$ cat config.mk
export PLATFORM = sky130hd
export DESIGN_NAME = decode_queue
export DESIGN_NICKNAME = d
export VERILOG_FILES = /design/src/rtl/cpu_types_pkg.sv /design/src/rtl/decode_fields.sv /design/src/rtl/decode_queue.sv
export SDC_FILE = /design/constraint.sdc
export NUM_CORES = 1
export LEC_CHECK = 0
export BUFFER_PORTS_ARGS = -buffer_cell sky130_fd_sc_hd__buf_2
export CAP_MARGIN = 20
export CORE_ASPECT_RATIO = 1.2
export CORE_MARGIN = 1
export CORE_UTILIZATION = 49
export CTS_CLUSTER_DIAMETER = 50
export DETAILED_ROUTE_END_ITERATION = 10
export GPL_TIMING_DRIVEN = 0
export MAX_ROUTING_LAYER = met4
export PLACE_DENSITY = 0.76
export SYNTH_ARGS = -nofsm -noshare
export SYNTH_HDL_FRONTEND = slang
export SYNTH_SLANG_ARGS = --single-unit
export TNS_END_PERCENT = 20
$ cat constraint.sdc
create_clock -name CLK -period 1.9 [get_ports CLK]
set_clock_uncertainty 0.15 [all_clocks]
set_input_delay 0.285 -clock CLK [delete_from_list [all_inputs] [get_ports CLK]]
set_output_delay 0.285 -clock CLK [all_outputs]
set_load 0.005 [all_outputs]
$ cat src/rtl/cpu_types_pkg.sv
// Shared CPU types: instruction word, register index, opcode/funct encodings,
// field boundaries and the decoded instruction record.
package cpu_types_pkg;

  typedef logic [31:0] word_t;
  typedef logic [4:0]  regbits_t;

  typedef enum logic [5:0] {
    RTYPE = 6'h00,
    J     = 6'h02,
    JAL   = 6'h03,
    BEQ   = 6'h04,
    BNE   = 6'h05,
    ADDI  = 6'h08,
    ADDIU = 6'h09,
    SLTI  = 6'h0A,
    SLTIU = 6'h0B,
    ANDI  = 6'h0C,
    ORI   = 6'h0D,
    XORI  = 6'h0E,
    LUI   = 6'h0F,
    LW    = 6'h23,
    SW    = 6'h2B
  } opcode_t;

  typedef enum logic [5:0] {
    SLL  = 6'h00,
    SRL  = 6'h02,
    JR   = 6'h08,
    ADD  = 6'h20,
    ADDU = 6'h21,
    SUB  = 6'h22,
    SUBU = 6'h23,
    AND  = 6'h24,
    OR   = 6'h25,
    XOR  = 6'h26,
    NOR  = 6'h27,
    SLT  = 6'h2A,
    SLTU = 6'h2B
  } funct_t;

  typedef enum logic [1:0] {
    EXT_SIGN,
    EXT_ZERO,
    EXT_LUI
  } imm_ext_t;

  localparam int OP_HI    = 31;
  localparam int OP_LO    = 26;
  localparam int RS_HI    = 25;
  localparam int RS_LO    = 21;
  localparam int RT_HI    = 20;
  localparam int RT_LO    = 16;
  localparam int RD_HI    = 15;
  localparam int RD_LO    = 11;
  localparam int SHAMT_HI = 10;
  localparam int SHAMT_LO = 6;
  localparam int FUNCT_HI = 5;
  localparam int FUNCT_LO = 0;
  localparam int IMM_HI   = 15;
  localparam int IMM_LO   = 0;
  localparam int ADDR_HI  = 25;
  localparam int ADDR_LO  = 0;

  typedef struct packed {
    opcode_t     opcode;
    funct_t      funct;
    regbits_t    rs;
    regbits_t    rt;
    regbits_t    rd;
    logic [4:0]  shamt;
    word_t       imm_ext;
    logic [25:0] addr;
    logic        rtype;
  } decoded_t;

endpackage

$ cat src/rtl/decode_fields.sv
// Combinational field decoder: splits an instruction word into its fields and
// builds the extended immediate. Shared with later pipeline stages.
module decode_fields
  import cpu_types_pkg::*;
(
  input  word_t    instr_i,
  output decoded_t dec_o
);

  opcode_t     opcode;
  imm_ext_t    ext_mode;
  logic [15:0] imm;

  assign opcode = opcode_t'(instr_i[OP_HI:OP_LO]);
  assign imm    = instr_i[IMM_HI:IMM_LO];

  // Select how the 16-bit immediate is widened, then assemble the record.
  always_comb begin
    ext_mode = EXT_SIGN;
    case (opcode)
      ANDI, ORI, XORI: ext_mode = EXT_ZERO;
      LUI:             ext_mode = EXT_LUI;
      default:         ext_mode = EXT_SIGN;
    endcase

    dec_o        = '0;
    dec_o.opcode = opcode;
    dec_o.funct  = funct_t'(instr_i[FUNCT_HI:FUNCT_LO]);
    dec_o.rs     = instr_i[RS_HI:RS_LO];
    dec_o.rt     = instr_i[RT_HI:RT_LO];
    dec_o.rd     = instr_i[RD_HI:RD_LO];
    dec_o.shamt  = instr_i[SHAMT_HI:SHAMT_LO];
    dec_o.addr   = instr_i[ADDR_HI:ADDR_LO];
    dec_o.rtype  = (opcode == RTYPE);
    case (ext_mode)
      EXT_ZERO: dec_o.imm_ext = {16'h0000, imm};
      EXT_LUI:  dec_o.imm_ext = {imm, 16'h0000};
      default:  dec_o.imm_ext = {{16{imm[15]}}, imm};
    endcase
  end

endmodule

$ cat src/rtl/decode_queue.sv
// Registered decode stage: decodes each accepted instruction and buffers the
// record with its PC in a DEPTH-entry FIFO; flush drops everything in flight.
module decode_queue
  import cpu_types_pkg::*;
#(
  parameter  int DEPTH = 2,
  parameter  int PC_W  = 32,
  localparam int CNT_W = $clog2(DEPTH) + 1
) (
  input  logic             CLK,
  input  logic             nRST,
  input  logic             in_valid,
  output logic             in_ready,
  input  logic [31:0]      in_instr,
  input  logic [PC_W-1:0]  in_pc,
  input  logic             flush,
  output logic             out_valid,
  input  logic             out_ready,
  output logic [5:0]       out_opcode,
  output logic [5:0]       out_funct,
  output logic [4:0]       out_rs,
  output logic [4:0]       out_rt,
  output logic [4:0]       out_rd,
  output logic [4:0]       out_shamt,
  output logic [31:0]      out_imm_ext,
  output logic [25:0]      out_addr,
  output logic             out_rtype,
  output logic [PC_W-1:0]  out_pc,
  output logic [CNT_W-1:0] count
);

  localparam int PTR_W = $clog2(DEPTH);

  decoded_t         in_dec;
  decoded_t         head_ent;
  decoded_t         ent_q [DEPTH];
  logic [PC_W-1:0]  pc_q  [DEPTH];
  logic [PTR_W-1:0] head_q, head_d;
  logic [PTR_W-1:0] tail_q, tail_d;
  logic [CNT_W-1:0] cnt_q, cnt_d;
  logic             push, pop;

  decode_fields u_decode_fields (
    .instr_i (in_instr),
    .dec_o   (in_dec)
  );

  assign in_ready  = (cnt_q != CNT_W'(DEPTH));
  assign out_valid = (cnt_q != '0);
  assign push      = in_valid && in_ready && !flush;
  assign pop       = out_valid && out_ready && !flush;

  // Next pointer/occupancy; flush overrides any same-cycle push or pop.
  always_comb begin
    head_d = head_q;
    tail_d = tail_q;
    cnt_d  = cnt_q;
    if (flush) begin
      head_d = '0;
      tail_d = '0;
      cnt_d  = '0;
    end else begin
      if (push) tail_d = tail_q + PTR_W'(1);
      if (pop)  head_d = head_q + PTR_W'(1);
      case ({push, pop})
        2'b10:   cnt_d = cnt_q + CNT_W'(1);
        2'b01:   cnt_d = cnt_q - CNT_W'(1);
        default: cnt_d = cnt_q;
      endcase
    end
  end

  // Pointer and occupancy registers.
  always_ff @(posedge CLK or negedge nRST) begin
    if (!nRST) begin
      head_q <= '0;
      tail_q <= '0;
      cnt_q  <= '0;
    end else begin
      head_q <= head_d;
      tail_q <= tail_d;
      cnt_q  <= cnt_d;
    end
  end

  // Entry storage: cleared on reset so outputs read zero, written on push.
  always_ff @(posedge CLK or negedge nRST) begin
    if (!nRST) begin
      for (int i = 0; i < DEPTH; i++) begin
        ent_q[i] <= '0;
        pc_q[i]  <= '0;
      end
    end else if (push) begin
      ent_q[tail_q] <= in_dec;
      pc_q[tail_q]  <= in_pc;
    end
  end

  assign head_ent    = ent_q[head_q];
  assign out_opcode  = head_ent.opcode;
  assign out_funct   = head_ent.funct;
  assign out_rs      = head_ent.rs;
  assign out_rt      = head_ent.rt;
  assign out_rd      = head_ent.rd;
  assign out_shamt   = head_ent.shamt;
  assign out_imm_ext = head_ent.imm_ext;
  assign out_addr    = head_ent.addr;
  assign out_rtype   = head_ent.rtype;
  assign out_pc      = pc_q[head_q];
  assign count       = cnt_q;

endmodule

======== Word level (Yosys, flattened, before mapping) ========
Index checks and enable logic that the tools add are counted.
W data, S select, Z words.
storage, ports and cells
  flip-flop bits (word level) ............. 250
  word-level logic and storage cells ...... 73
  output and inout bits ................... 127
  input port bits ......................... 69
cells by class
  bitwise logic cells ..................... 2
  $lt $le $gt $ge ......................... 3
  muxes and demuxes ....................... 20
  eq/ne operators ......................... 9
  add/subtract/negate cells ............... 4
  reduce and logical (&&, ||, !) cells .... 12
operator list
  kind                   count
  $mux W91               4
  $bwmux W182            1
  $mux W32               4
  $demux W91 S1          1
  $bwmux W64             1
  $pmux W32 S2           1
  $demux W32 S1          1
  $eq A6 B4 Y1 const B   4
  $pmux W2 S2            2
  $logic_not A6 Y1       1
  $reduce_bool A2 Y1     3
  $logic_and A1 B1 Y1    5
  $eq A2 B1 Y1 const B   2
  $eq A2 B2 Y1 const B   2
  $ge A2 B2 Y1 const B   2
  $mux W1                4
  $not A1 Y2             2
  $reduce_bool A3 Y1     1
  $reduce_or A3 Y1       1
  $add A1 B1 Y1 const B  2
  $add A2 B1 Y2 const B  1
  $lt A2 B1 Y1 const B   1
  $mux W2                1
  $ne A2 B2 Y1 const B   1
  2 further kinds        2

======== Logic depth before layout (Yosys ltp) ========
  word-level depth ........................ 6
  gate-level depth with buffers ........... 9

======== Modules after synthesis ========
From an unflattened synthesis, not the netlist that was laid out.
unflattened totals
  cells, all modules ...................... 787
  area total of the unflattened synthesis .. 11554.8 um2
modules (own cells, without submodules)
  module         sequential area each (um2)  area each (um2)  cells each  times used
  decode_queue   6256.0                      10772.8          680         1
  decode_fields  0.0                         782.0            107         1

======== Least setup slack after synthesis ========
Ideal clock, no wire load.
  path type ............................... input-to-reg
  start point ............................. input port in_instr[31]
  end point ............................... register ent_q[146] in the netlist's numbering
  setup slack ............................. -0.399 ns
  cell stages on the path ................. 9
  arrival ................................. 2.021 ns
  library setup time ...................... 0.128 ns
  path buffers ............................ 2
  required time ........................... 1.622 ns
  cell sequence ........................... nor2_1 nand3_1 or2_2 ha_1 and2_1 clkbuf_1 clkbuf_1 a21o_1 mux2_1
between the ends
  cells in the longest elaborated chain, start to end .. 6
ends and longest elaborated chain
  item                                          RTL line             source
  start, declared                               decode_queue.sv:14   input logic [31:0] in_instr,
  $eq A6 B4 Y1                                  decode_fields.sv:20  case (opcode)
  $reduce_or A3 Y1                              decode_fields.sv:20
  $pmux W2 S2 *                                 decode_fields.sv:20
  $eq A2 B2 Y1 or $eq A2 B1 Y1 (tied branches)  decode_fields.sv:35  case (ext_mode)
  $pmux W32 S2 *                                decode_fields.sv:35
  $bwmux W182 *                                 decode_queue.sv:94   ent_q[tail_q] <= in_dec;
  end signal, assigned by index                 decode_queue.sv:94
  end, declared                                 decode_queue.sv:36   decoded_t ent_q [DEPTH];
Every way passes the cells marked *; elsewhere a longest branch is shown, timed or not.
A chain may end at the register's enable or synchronous reset.

======== Worst setup path in the final report ========
  start point ............................. register head_q
  end point ............................... output port out_imm_ext[19]
between the ends
  cells in the longest elaborated chain, start to end .. 4
ends and longest elaborated chain
  item                                          RTL line            source
  start, declared                               decode_queue.sv:38  logic [PTR_W-1:0] head_q, head_d;
  start signal, assigned                        decode_queue.sv:76  head_q <= '0;
  start signal, assigned                        decode_queue.sv:80  head_q <= head_d;
  $not A1 Y2 (implied by the code)              decode_queue.sv:99  assign head_ent = ent_q[head_q];
  $mux W91 (implied by the code) (3 in series)  decode_queue.sv:99
  end, declared                                 decode_queue.sv:25  output logic [31:0] out_imm_ext,
Every way passes these cells. The select of a mux whose other input is x is not followed.

==> summary.md <==
| Metric | Value |
|---|---|
| EDFF count, synth | `0` |
| Number of DRC markers in iteration 0 | `242` |
| Maximum fanout along the worst path | `8` |
| Source-to-sink clock delay at the later pin of the worst-skew pair | `0.43 ns` |
| Area of the placeable core | `18100 µm²` |
| Number of ports placed on the die boundary | `196` |
| Yosys warns | `0` |
| Number of H-tree levels | `4` |
| CP startpoint kind | `flip-flop` |
| Sequential share of power | `42.6%` |
| Post-Synthesis Net Count | `691` |
| Final setup vio count | `261` |
| Initial Util | `50.0%` |
| Proportion of power drawn by combinational gates | `30.7%` |
| Accumulated negative setup slack | `-31.94 ns` |
| CTS tree | `done` |
| Synthesized cell area | `9050 µm²` |
| Synthesis-to-layout area growth | `40.5%` |
| GPL Wtd Cong | `0.739` |
| Per-cell routed wire length | `19.3 µm` |
| Pin count of the biggest net entering global routing | `101` |
| Max frequency | `456 MHz` |
| Die outline area | `19000 µm²` |
| IO buf count | `195` |
| GRT Overall Usage | `23.8%` |
| Number of nets in the layout | `973` |
| Dominant synthesized flop cell | `dfrtp_1` |
| Synth async-reset ratio | `100%` |
| Register Area | `4960 µm²` |
| Crit path arrival time | `1.76 ns` |
| Critical Path Sink Type | `output pin` |
| Clock net sink count | `198` |
| Initial antenna violation count | `1` |
| Routed Wire Length | `21900 µm` |
| Setup slack, reg-to-reg | `-0.12 ns` |
| Violated checks | `negative setup slack` |
| Worst hold path depth | `2` |
| Global-route wire length before repair | `33600 µm` |
| Inserted Clock Buffers | `17` |
| Number of register bits inferred by synthesis | `198` |
| Total power of the final layout | `13.6 mW` |
| Sw Share | `26.2%` |
| Router iterations before antenna repair | `4` |
| Avg Cell Area, Syn | `14.6 µm²` |
| Most used cell along the critical path | `buf_12` |
| Sequential share of the synthesized area | `54.7%` |
| Peak VDD IR | `0.739 mV` |
| Transition at the pin with the smallest max-transition slack | `0.746 ns` |
| Max-cap violation count | `0` |
| Detailed placer's ending HPWL | `13200 µm` |
| CTS root buf | `clkbuf_16` |
| Leftover overflow at the end of global routing | `0` |
| Count of nets left with antenna violations after detail routing | `0` |
| Avg Vias per Cell | `5.27` |
| Share of total power in the clock network | `26.7%` |
| Cells after synthesis | `620` |
| Run status | `complete, but fails checks` |
| Slowest cell on the critical path | `dfrtp_2` |
| Combined area of the multi-input logic cells | `4080 µm²` |
| Share of the clock period used by the worst path after layout | `115%` |
| Switch Pwr | `3.55 mW` |
| Number of placed instances, taps included | `1040` |
| Layout cell share with drive strength beyond 1 | `66.0%` |
| Core utilization of the finished layout | `70.2%` |
| Y dimension of the die | `151 µm` |
| Setup repair after global routing missed its margin | `true` |
| Type of the setup path with the least slack | `reg2out` |
| Crit path setup slack, layout | `-0.291 ns` |
| Worst hold path type | `in2reg` |
| Vias in the first global route | `6435` |
| Final std cells w/o fill | `1139` |
| Number of fill cells | `1188` |
| Required time of the worst setup path | `1.46 ns` |
| Total vias in the final route | `5999` |
| Die outline width | `126 µm` |
| Cells traversed along the worst timing path | `buf_12, clkbuf_16, buf_12, mux2_4, buf_6` |
| Max incr delay on CP | `0.44 ns` |
| Post-route DRC violation count | `0` |
| Max-slew headroom at the worst pin | `50.3%` |
| Cells on worst reg2reg path | `6` |
| Power density normalized to cell area | `1070 nW/µm²` |
| Maximum count of clock buffers along a single path | `2` |
| Final hold violation count | `0` |
| P_int | `10.0 mW` |
| Clock Pin Slew Worst Setup and Hold Paths | `0.07 ns` |
| Total count of max-transition violations in the final report | `0` |
| Unique cell type count in the Yosys netlist | `31` |
| Standard-cell rows | `54` |
| Fin crit period | `2.19 ns` |
| Pleak | `6.06 nW` |
-- synth_stat cells, drive strengths merged, types with 2 or more instances --
library cell | n | area share, %
mux2 | 288 | 36
dfrtp | 198 | 55
buf | 47 | 3.5
nor2b | 18 | 1.3
a21o | 15 | 1.2
clkbuf | 14 | 0.58
inv | 5 | 0.21
nor2 | 5 | 0.21
nand2 | 4 | 0.17
o21ai | 4 | 0.22
a21oi | 2 | 0.11
ha | 2 | 0.28
mux2i | 2 | 0.22
nand3 | 2 | 0.11
nor4 | 2 | 0.30
or2 | 2 | 0.14
-- cell usage in the layout (no fill, tap or decap), types with 2 or more instances in the layout --
cell / count
mux2_2: 198
dfrtp_1: 195
buf_2: 160
mux2_4: 88
buf_6: 63
dlygate4sd3_1: 53
clkbuf_16: 26
nor2b_1: 16
buf_4: 16
a21o_1: 15
buf_12: 14
clkbuf_8: 4
nand2_1: 3
nor2_1: 3
inv_1: 3
clkbuf_2: 3
o21ai_0: 3
dfrtp_2: 3
inv_2: 2
buf_8: 2
mux2_1: 2
a21oi_1: 2
mux2i_1: 2
clkinv_2: 2
bufinv_16: 2
clkinvlp_4: 2
clkinv_4: 2
clkbuf_1: 2
buf_16: 2
-- path summary, 6_finish.rpt --
path	endpoint	startpoint
max	out_imm_ext[19]	head_q$_DFFE_PN0P_
min	ent_q[67]$_DFFE_PN0P_	in_instr[14]
max reg2reg	ent_q[47]$_DFFE_PN0P_	count[0]$_DFFE_PN0P_
min reg2reg	pc_q[60]$_DFFE_PN0P_	pc_q[60]$_DFFE_PN0P_
max in group asynchronous	head_q$_DFFE_PN0P_	nRST
min in group asynchronous	pc_q[44]$_DFFE_PN0P_	nRST
-- through the flow --
stage / cell area (µm²) / worst slack (ns) / hold slack [ns]
2_1_floorplan: 9090 / -0.122 / -0.161
3_3_place_gp: 10300 / -2.93 / 0.313
3_5_place_dp: 10400 / -0.855 / 0.216
4_1_cts: 12300 / -0.292 / 0.00388
5_1_grt: 12700 / -0.349 / -0.000123
6_report: 12700 / -0.291 / 0.0123
-- repair_timing --
item | in CTS | in global routing
resized for setup | 148 | 93
hold buffers | 52 | 1
hold endpoints to repair | 200 | 1
pin swaps | 2 | 0
setup buffers | 10 | 2
gates cloned | 2 | 1
endpoints found under the setup margin | 318 | 317
-- worst max-delay path, delay by kind of cell, from the launching register on --
kind / cells / cell delay [ns]
buf+inv: 4 / 0.57
mux: 1 / 0.31
flops: 1 / 0.44
-- area by class of cell --
cell class	instances	area share, %
flip-flops and latches	198	39.0
well taps	224	2.20
inverters	5	0.148
clock inverters	10	0.964
diodes	1	0.0197
repair buffers	264	15.8
clock buffers	21	3.62
plain buffers	60	6.15
multi-input cells	356	32.1
-- per-layer routing --
metal	track usage (%)	wire length, µm
met4	7.59	354
met3	5.05	938
met1	28.7	9460
met2	40.1	11200
met5	-	0
-- state kept, by name, summed over array words and instances (netlist names) --
| name | cells |
|---|---|
| count | 2 |
| pc_q | 64 |
| ent_q | 130 |
| head_q | 1 |
| tail_q | 1 |
-- logic make-up (layout without fill, tap and decap cells) --
kind of cell	Yosys count	after routing	share of synthesized area, %
adders and majority gates	2	2	0.276
DFF	198	198	54.7
xor gates and xnor gates	1	1	0.0968
and+or+nand+nor	39	39	2.70
muxes	290	290	36.1
other	0	1	0
AOI/OAI and AO/OA	24	24	1.83
buffers and inverters	66	360	4.30
-- power by group through the flow --
stage | clock (mW) | sequential, mW | combinational (mW)
global route | 3.88 | 5.89 | 4.46
detailed placement | 0 | 5.78 | 3.11
CTS | 3.70 | 5.72 | 3.80
global placement | 0 | 5.73 | 3.04
finish | 3.63 | 5.77 | 4.16
floorplan | 0 | 5.62 | 2.02
(Power assumes the default switching activity.)
